**config.mk**
```make
export PLATFORM = sky130hd
export DESIGN_NAME = spi_cmd_sync_fifo
export DESIGN_NICKNAME = d
export VERILOG_FILES = /design/src/rtl/spi_cmd_sync_fifo.sv
export SDC_FILE = /design/constraint.sdc
export NUM_CORES = 1
export LEC_CHECK = 0
export CAP_MARGIN = 20
export CORE_MARGIN = 4
export CORE_UTILIZATION = 36
export CTS_BUF_LIST = sky130_fd_sc_hd__clkbuf_8
export DETAILED_ROUTE_END_ITERATION = 6
export GPL_TIMING_DRIVEN = 0
export HOLD_SLACK_MARGIN = 0.1
export PLACE_DENSITY = 0.61
export SLEW_MARGIN = 20
export SYNTH_ARGS = -nofsm -noshare
export SYNTH_HDL_FRONTEND = slang
export SYNTH_SLANG_ARGS = --single-unit
```
**constraint.sdc**
```tcl
create_clock -name clk -period 3.8 [get_ports clk]
set_clock_uncertainty 0.15 [all_clocks]
set_input_delay 0.95 -clock clk [delete_from_list [all_inputs] [get_ports clk]]
set_output_delay 0.95 -clock clk [all_outputs]
set_load 0.01 [all_outputs]
```
**src/rtl/spi_cmd_sync_fifo.sv**
```systemverilog
// spi_cmd_sync_fifo: SPI word to register-write command bridge.
// Brings each SPI word into the clk domain on the SS rising edge. Replayed words are
// dropped using the 8-bit sequence tag. Accepted words are buffered in a small FIFO and
// presented as address/data writes on a valid/ready interface.
// Word layout: [31:24] seq tag, [23:16] register address, [15:0] write data.

module spi_cmd_sync_fifo #(
  parameter int unsigned DATA_WIDTH  = 32,
  parameter int unsigned FIFO_DEPTH  = 4,
  parameter int unsigned SYNC_STAGES = 2
) (
  input  logic                          clk,
  input  logic                          reset,
  input  logic                          SS,
  input  logic [DATA_WIDTH-1:0]         REG_DIN,
  output logic                          wr_valid,
  input  logic                          wr_ready,
  output logic [7:0]                    wr_addr,
  output logic [15:0]                   wr_data,
  output logic [$clog2(FIFO_DEPTH):0]   fifo_level,
  output logic [7:0]                    dup_cnt,
  output logic [7:0]                    ovf_cnt
);

  localparam int unsigned AW = $clog2(FIFO_DEPTH);
  localparam logic [AW:0] PtrOne = {{AW{1'b0}}, 1'b1};

  typedef enum logic [0:0] {
    StIdle,
    StCheck
  } state_e;

  // ---------------------------------------------------------------------------
  // SS synchronizer and rising-edge detector
  // ---------------------------------------------------------------------------
  logic [SYNC_STAGES-1:0] ss_sync_q;
  logic                   ss_prev_q;
  logic                   frame_end_q;

  // Resynchronize the pad SS. Reset to 1 (idle) so no edge appears when reset is released.
  always_ff @(posedge clk or negedge reset) begin
    if (!reset) begin
      ss_sync_q <= '1;
      ss_prev_q <= 1'b1;
    end else begin
      ss_sync_q <= {ss_sync_q[SYNC_STAGES-2:0], SS};
      ss_prev_q <= ss_sync_q[SYNC_STAGES-1];
    end
  end

  // One-cycle frame_end pulse on the 0->1 transition of the synchronized SS.
  always_ff @(posedge clk or negedge reset) begin
    if (!reset) begin
      frame_end_q <= 1'b0;
    end else begin
      frame_end_q <= ss_sync_q[SYNC_STAGES-1] & ~ss_prev_q;
    end
  end

  // ---------------------------------------------------------------------------
  // Capture / classify pipeline
  // ---------------------------------------------------------------------------
  state_e                 state_q, state_d;
  logic                   capture;
  logic                   check;
  logic [DATA_WIDTH-1:0]  hold_q;
  logic                   seq_seen_q;
  logic [7:0]             last_seq_q;
  logic [7:0]             hold_seq;
  logic                   is_dup;
  logic                   do_dup;
  logic                   do_ovf;
  logic                   do_push;

  logic [AW:0]            wptr_q, rptr_q;
  logic                   fifo_full;
  logic                   fifo_empty;
  logic                   do_pop;

  // Pipeline state register.
  always_ff @(posedge clk or negedge reset) begin
    if (!reset) begin
      state_q <= StIdle;
    end else begin
      state_q <= state_d;
    end
  end

  // Next state: IDLE captures on frame_end, CHECK classifies for one cycle and returns.
  always_comb begin
    state_d = state_q;
    capture = 1'b0;
    check   = 1'b0;
    unique case (state_q)
      StIdle: begin
        if (frame_end_q) begin
          capture = 1'b1;
          state_d = StCheck;
        end
      end
      StCheck: begin
        check   = 1'b1;
        state_d = StIdle;
      end
      default: state_d = StIdle;
    endcase
  end

  // REG_DIN has been stable for the whole synchronizer delay, so a plain register suffices.
  always_ff @(posedge clk or negedge reset) begin
    if (!reset) begin
      hold_q <= '0;
    end else if (capture) begin
      hold_q <= REG_DIN;
    end
  end

  // Classification: duplicate wins over overflow; full is sampled before any same-cycle pop.
  always_comb begin
    hold_seq = hold_q[31:24];
    is_dup   = seq_seen_q && (hold_seq == last_seq_q);
    do_dup   = check && is_dup;
    do_ovf   = check && !is_dup && fifo_full;
    do_push  = check && !is_dup && !fifo_full;
  end

  // Sequence tracking. An overflow drop leaves last_seq alone so the host can resend the tag.
  always_ff @(posedge clk or negedge reset) begin
    if (!reset) begin
      seq_seen_q <= 1'b0;
      last_seq_q <= 8'h00;
    end else if (do_push) begin
      seq_seen_q <= 1'b1;
      last_seq_q <= hold_seq;
    end
  end

  // Saturating drop counters.
  always_ff @(posedge clk or negedge reset) begin
    if (!reset) begin
      dup_cnt <= 8'h00;
      ovf_cnt <= 8'h00;
    end else begin
      if (do_dup && (dup_cnt != 8'hFF)) begin
        dup_cnt <= dup_cnt + 8'd1;
      end
      if (do_ovf && (ovf_cnt != 8'hFF)) begin
        ovf_cnt <= ovf_cnt + 8'd1;
      end
    end
  end

  // ---------------------------------------------------------------------------
  // Command FIFO
  // ---------------------------------------------------------------------------
  logic [23:0] mem_q [FIFO_DEPTH];
  logic [23:0] head;

  // Pointers carry one extra wrap bit to tell full from empty.
  always_comb begin
    fifo_empty = (wptr_q == rptr_q);
    fifo_full  = (wptr_q[AW] != rptr_q[AW]) && (wptr_q[AW-1:0] == rptr_q[AW-1:0]);
    do_pop     = !fifo_empty && wr_ready;
  end

  // Pointer update; a push into an empty FIFO is only visible the following cycle.
  always_ff @(posedge clk or negedge reset) begin
    if (!reset) begin
      wptr_q <= '0;
      rptr_q <= '0;
    end else begin
      if (do_push) begin
        wptr_q <= wptr_q + PtrOne;
      end
      if (do_pop) begin
        rptr_q <= rptr_q + PtrOne;
      end
    end
  end

  // Storage is cleared on reset so the head outputs read zero when nothing was written.
  always_ff @(posedge clk or negedge reset) begin
    if (!reset) begin
      for (int i = 0; i < int'(FIFO_DEPTH); i++) begin
        mem_q[i] <= '0;
      end
    end else if (do_push) begin
      mem_q[wptr_q[AW-1:0]] <= hold_q[23:0];
    end
  end

  // Head of FIFO drives the command outputs directly; it holds while the consumer stalls.
  always_comb begin
    head       = mem_q[rptr_q[AW-1:0]];
    wr_valid   = !fifo_empty;
    wr_addr    = head[23:16];
    wr_data    = head[15:0];
    fifo_level = wptr_q - rptr_q;
  end

  // A second frame_end cannot arrive while CHECK is still in flight.
  frame_end_in_check_a : assert property (
    @(posedge clk) disable iff (!reset) !((state_q == StCheck) && frame_end_q)
  );

endmodule

```
==> run metrics, run 1 <==
Initial Util around 37%; Max Clock Freq about 280 MHz; ys async rst share 100%; Yosys reg bits 164; Area Growth Syn to Fin 21.2%; sequential-to-total area share from yosys stat roughly 58%; Post-Syn Instances 459; CTS max path bufs 2; peak supply drop ~0.29 mV; Main synth FF type dfrtp_1; Reg2Reg Depth 10; Critical Path RT around 2.7 ns; number of enable flip-flop cells after synthesis 0; Post-CTS Setup Bufs 0; placed cell count 804; relative max-transition margin about half; measured slew at the worst slew-check pin 0.739 ns; Hold Path Cell Cnt 0; drt drc 0; type of the worst setup path flop to output port; Routed WL per cell 17.1 um; core area 19500 um^2; std cell rows a little over 50; Placer Congestion roughly 0.76; largest net degree at the start of global routing between 90 and 100; pwr dens approximately 760 nW/um^2; Routed Antenna Nets 0; worst hold path class flop to flop; Synth cell types 31; CP endpoint kind output port; CTS Root Buffer Type clkbuf_8; HPWL after DPL 9860 um; final WL 14300 um; syn avg cell area between 15 and 20 um^2; syn nets roughly 500; Clock transition at path regs approximately 0.080 ns; vias in the first global route ~4400; nets a little over 600; CTS tree done; max-slew violations 0; clock buffer count from CTS 17; Final Setup Violations 0; Mapped Area between 7000 and 8000 um^2; Max Cap Violations 0; Critical Path AT ~2.5 ns; first-pass GRT wire length between 20000 and 25000 um; Vias per Instance roughly 4.8; GRT Total Usage a little over an eighth; LEAKAGE 3.68 nW; Pre-antenna DRT Iters 4; unrepaired setup endpoints after global routing false; Final period util a little over nine tenths; Final Hold Viols 0; number of buffers added on ports slightly below 80; Finished Layout Cells between 800 and 900; run status finished clean; worst skew pair latency roughly 0.44 ns; Worst setup SP type flop; remaining global-route overflow 0; initial antenna violation count 0; # fillers between 1500 and 2000; hold-fix buffers at CTS 0; clock sinks around 160; Tmin final about 3.6 ns; H-tree depth 4; Die ar. around 22000 um^2; share of cells above drive strength 1 between 30% and 40%; Final Util between 40% and 50%; Die Ht between 100 and 150 um; Crit Path Max Fanout 10; Die X around 150 um; Ys Warns 0; diode count 0; routed via count about 4000; Detailed Route Iter0 Violations 103; Ports 80
logic make-up (layout without fill, tap and decap cells):
group	Yosys count	count (layout)	synth area share, %
AO/OA/AOI/OAI	3	3	0.211
XOR/XNOR	22	22	2.81
adder cells (fa/ha/maj)	10	10	1.86
buffers and inverters	31	143	2.20
flip-flops	164	164	57.7
multiplexers	170	170	30.7
AND/OR/NAND/NOR	59	59	4.58
path summary, 6_finish.rpt:
| kind | startpoint | end | slack, ns |
|---|---|---|---|
| hold reg to reg | ss_sync_q[0] | ss_sync_q[1] | 0.21 |
| setup / recovery | rptr_q[0] | wr_addr[4] | 0.21 |
| setup reg to reg | rptr_q[1] | mem_q[77] | 0.72 |
| min in group asynchronous | reset | mem_q[80] | 0.31 |
| max in group asynchronous | reset | ss_prev_q | 2.30 |
| hold / removal | ss_sync_q[0] | ss_sync_q[1] | 0.21 |
per-layer routing:
metal  routed length (um)  global-route usage (%)  up-vias
met1                 6340                    17.2     2075
met5                    0                       0        -
met4                  231                    4.85        0
met3                  407                    3.17       16
met2                 7350                    23.1       56
li1                     -                       -     1852
critical path, cell delays in order (launching register included):
cell	delay, ns
dfrtp_1	0.38
clkbuf_2	0.27
buf_4	0.30
mux4_2	0.57
clkdlybuf4s50_1	0.51
metrics by stage:
step                      hold slack [ns]  total power, W  setup slack, ns  setup TNS [ns]  instance area (um^2)
after detailed placement            0.198         0.00559           0.0967               0                  8280
final                               0.209         0.00660            0.214               0                  8630
after CTS                           0.210         0.00672           0.0314               0                  8630
after global routing                0.218         0.00703          0.00132               0                  8630
after global placement              0.197         0.00546            -4.78         -775.57                  8250
after floorplan                     0.195         0.00441             1.03               0                  7120
power by group:
part / internal [W] / switching [W] / total, W
Sequential: 0.00241 / 0.000384 / 0.00279
Combinational: 0.00165 / 0.00105 / 0.00270
Clock: 0.000491 / 0.000614 / 0.00111
cell usage in the layout (no fill, tap or decap), drive strengths merged:
| cell | n |
|---|---|
| clkdlybuf4s50 | 78 |
| clkinvlp | 2 |
| or2 | 1 |
| dfstp | 3 |
| nor3 | 4 |
| nand2b | 2 |
| or3b | 4 |
| nor4 | 3 |
| ha | 9 |
| fa | 1 |
| xnor2 | 15 |
| clkbuf | 28 |
| buf | 19 |
| dfrtp | 161 |
| nor2 | 3 |
| and3 | 4 |
| mux4 | 24 |
| xor2 | 7 |
| nand4 | 6 |
| clkinv | 6 |
| o21ai | 3 |
| or3 | 1 |
| nor2b | 2 |
| nand2 | 15 |
| nand4b | 1 |
| inv | 10 |
| or4 | 1 |
| mux2 | 146 |
| nand3 | 12 |
sequential cells by signal, indices dropped and copies added, names as in the netlist:
signal and cells:
wptr_q 3, dup_cnt 8, ovf_cnt 8, rptr_q 3
frame_end_q 1, hold_q 32, seq_seen_q 1, ss_prev_q 1
state_q 1, mem_q 96, ss_sync_q 2, last_seq_q 8
timing repair:
action                                  4_1_cts  5_1_grt
endpoints found under the setup margin       20        1
gates cloned                                  0        0
gates resized for setup                       6        2
layout make-up:
type	count	area [um^2]	area share, %
well taps	265	332	3.84
flip-flops and latches	164	4110	47.6
repair buffers	80	823	9.54
clock buffers	20	275	3.19
inverters	6	22.5	0.261
clock inverters	12	65.1	0.754
multi-input cells	264	2860	33.1
plain buffers	25	146	1.70
Yosys cell counts, types with 3 or more instances:
cell | n | area share, %
and3_1 | 4 | 0.35
nor2_1 | 3 | 0.16
ha_1 | 9 | 1.6
nor3_1 | 3 | 0.21
mux2_2 | 128 | 20
xor2_1 | 7 | 0.86
mux2_1 | 18 | 2.8
clkbuf_1 | 8 | 0.42
mux4_2 | 24 | 7.6
dfstp_2 | 3 | 1.1
nand3_1 | 12 | 0.84
nor4_1 | 3 | 0.26
inv_1 | 6 | 0.32
nand2_1 | 15 | 0.79
or3b_1 | 4 | 0.49
buf_6 | 3 | 0.47
xnor2_1 | 14 | 1.7
buf_2 | 14 | 0.98
nand4_1 | 6 | 0.53
dfrtp_1 | 161 | 57
Power figures use the tool's default switching activity.
==> run 2, diff against run 1 <==
- CORE_UTILIZATION: 36 -> 40
- PLACE_DENSITY: 0.61 -> 0.66
==> run metrics, run 2 (synthesis results as in run 1) <==
largest net degree at the start of global routing 90 (was 93); GRT Total Usage 15.0% (was 13.7%); Largest regs mem_q x96, hold_q x32 (unchanged); Placer Congestion 0.767 (was 0.761); worst hold path class flop to flop (unchanged); max-slew violations 0 (unchanged); CP Cell Sequence clkbuf_2 -> clkbuf_2 -> inv_1 -> ha_1 -> nand3_1 -> clkdlybuf4s50_1 (was clkbuf_2 -> buf_4 -> mux4_2 -> clkdlybuf4s50_1); diode count 0 (unchanged); Die X 141 um (was 149 um); Worst setup SP type flop (unchanged); measured slew at the worst slew-check pin 0.718 ns (was 0.739 ns); CTS max path bufs 2 (unchanged); Hold Slack 0.207 ns (was 0.209 ns); type of the worst setup path flop to output port (unchanged); met2 routed WL 7130 um (was 7350 um); Die ar. 20000 um^2 (was 22100 um^2); first-pass GRT wire length 23400 um (was 23200 um); register area 4110 um^2 (unchanged); Final TNS setup 0 ns (unchanged); Pre-antenna DRT Iters 5 (was 4); commonest cells after routing, fill and taps aside dfrtp_1, mux2_2, clkdlybuf4s50_1 (unchanged); Crit Path Max Fanout 10 (unchanged); Ports 80 (unchanged); Max Cap Violations 0 (unchanged); peak supply drop 0.354 mV (was 0.294 mV); clock buffer count from CTS 17 (unchanged); Critical Path AT 2.58 ns (was 2.49 ns); Largest register FFs 96 (unchanged); run status finished clean (unchanged); footprint of the multi-input gates 2860 um^2 (unchanged); Largest Register mem_q (unchanged); post-route design area 8660 um^2 (was 8630 um^2); worst skew pair latency 0.45 ns (was 0.44 ns); placed inst area 8230 um^2 (was 8280 um^2); Top Layer Used met4 (unchanged); CP max-delay cell clkdlybuf4s50_1 (was mux4_2); worst path buffer plus inverter count 4 (was 3); Power Total 0.00682 W (was 0.00660 W); H-tree depth 4 (unchanged); Final Setup Violations 0 (unchanged); Post-CTS Setup Bufs 0 (unchanged); vias in the first global route 4437 (was 4365); Routed WL per cell 17.6 um (was 17.1 um); Critical Path RT 2.70 ns (about the same); Vias per Instance 5.08 (was 4.78); CP endpoint kind output port (unchanged); core area 17400 um^2 (was 19500 um^2); Max Clock Freq 272 MHz (was 279 MHz); commonest non-fill, non-tap cell in the layout dfrtp_1 (unchanged); hold wc startpoint ss_sync_q[0] (unchanged); number of buffers added on ports 79 (unchanged); pwr dens 787 nW/um^2 (was 765 nW/um^2); std cell rows 48 (was 51); Met3 Routed Length 484 um (was 407 um); Detailed Route Iter0 Violations 205 (was 103); Routed met1 length 6080 um (was 6340 um); r2r startpoint rptr_q[1] (unchanged); remaining global-route overflow 0 (unchanged); LEAKAGE 3.71 nW (was 3.68 nW); share of cells above drive strength 1 37.1% (was 37.0%); CTS Root Buffer Type clkbuf_8 (unchanged); clock sinks 164 (unchanged); hold-fix buffers at CTS 0 (unchanged); crit path from rptr_q[1] (was rptr_q[0]); HPWL after DPL 9540 um (was 9860 um); routed via count 4030 (was 3999); Final period util 96.7% (was 94.4%); drt drc 0 (unchanged); initial antenna violation count 0 (unchanged); cell family with most CP delay buffers and inverters (unchanged); crit-path most repeated cell clkbuf_2; Finished Layout Cells 794 (was 836); Die Ht 141 um (was 149 um); Clock transition at path regs 0.08 ns (about the same); Routed Antenna Nets 0 (unchanged); Tmin final 3.68 ns (was 3.59 ns); critical path's largest stage delay 0.59 ns (was 0.57 ns); nets 604 (unchanged); # fillers 1474 (was 1751); relative max-transition margin 52.2% (was 50.7%); Final Hold Viols 0 (unchanged); placed cell count 764 (was 804); final WL 14000 um (was 14300 um); CTS tree done (unchanged); unrepaired setup endpoints after global routing false (unchanged); Initial Util 41.0% (was 36.6%); Area Growth Syn to Fin 21.6% (was 21.2%)
run 2: report_power, final:
group / switching (W) / internal (W)
sequential: 0.000386 / 0.00241
clock: 0.000601 / 0.000737
combinational: 0.00103 / 0.00165
total: 0.00202 / 0.00480
run 2: path summary, 6_finish.rpt:
check,slack (ns),cells after the start,to
worst max-delay path,0.12,6,wr_valid
worst min-delay path,0.21,0,ss_sync_q[1]
worst max register to register,0.67,10,mem_q[77]
worst min register to register,0.21,0,ss_sync_q[1]
max in group asynchronous,2.34,2,hold_q[0]
min in group asynchronous,0.36,1,hold_q[27]
run 2: final cells by class:
| cell class | count | share of cell area [%] |
|---|---|---|
| Buffer | 25 | 1.66 |
| Clock buffer | 19 | 3.02 |
| Clock inverter | 11 | 1.85 |
| Inverter | 6 | 0.260 |
| Multi-Input combinational cell | 264 | 33.0 |
| Sequential cell | 164 | 47.4 |
| Tap cell | 225 | 3.25 |
| Timing Repair Buffer | 80 | 9.51 |
run 2: routing by layer:
| metal | vias to the layer above | global-route usage [%] |
|---|---|---|
| li1 | 1851 | - |
| met1 | 2073 | 19.2 |
| met2 | 87 | 25.2 |
| met3 | 19 | 3.30 |
| met4 | 0 | 5.71 |
| met5 | - | 0 |
run 2: metrics by stage:
stage               util, %  worst slack, ns
CTS                    49.9           0.0512
finish                 49.9            0.125
floorplan                 -             1.03
global placement       47.2            -4.73
detailed placement     47.4            0.123
global route           49.9           0.0116
run 2: timing repair:
item,CTS,global route
gates resized for setup,6,0
setup endpoints to repair,20,0
hold endpoints to repair,0,0
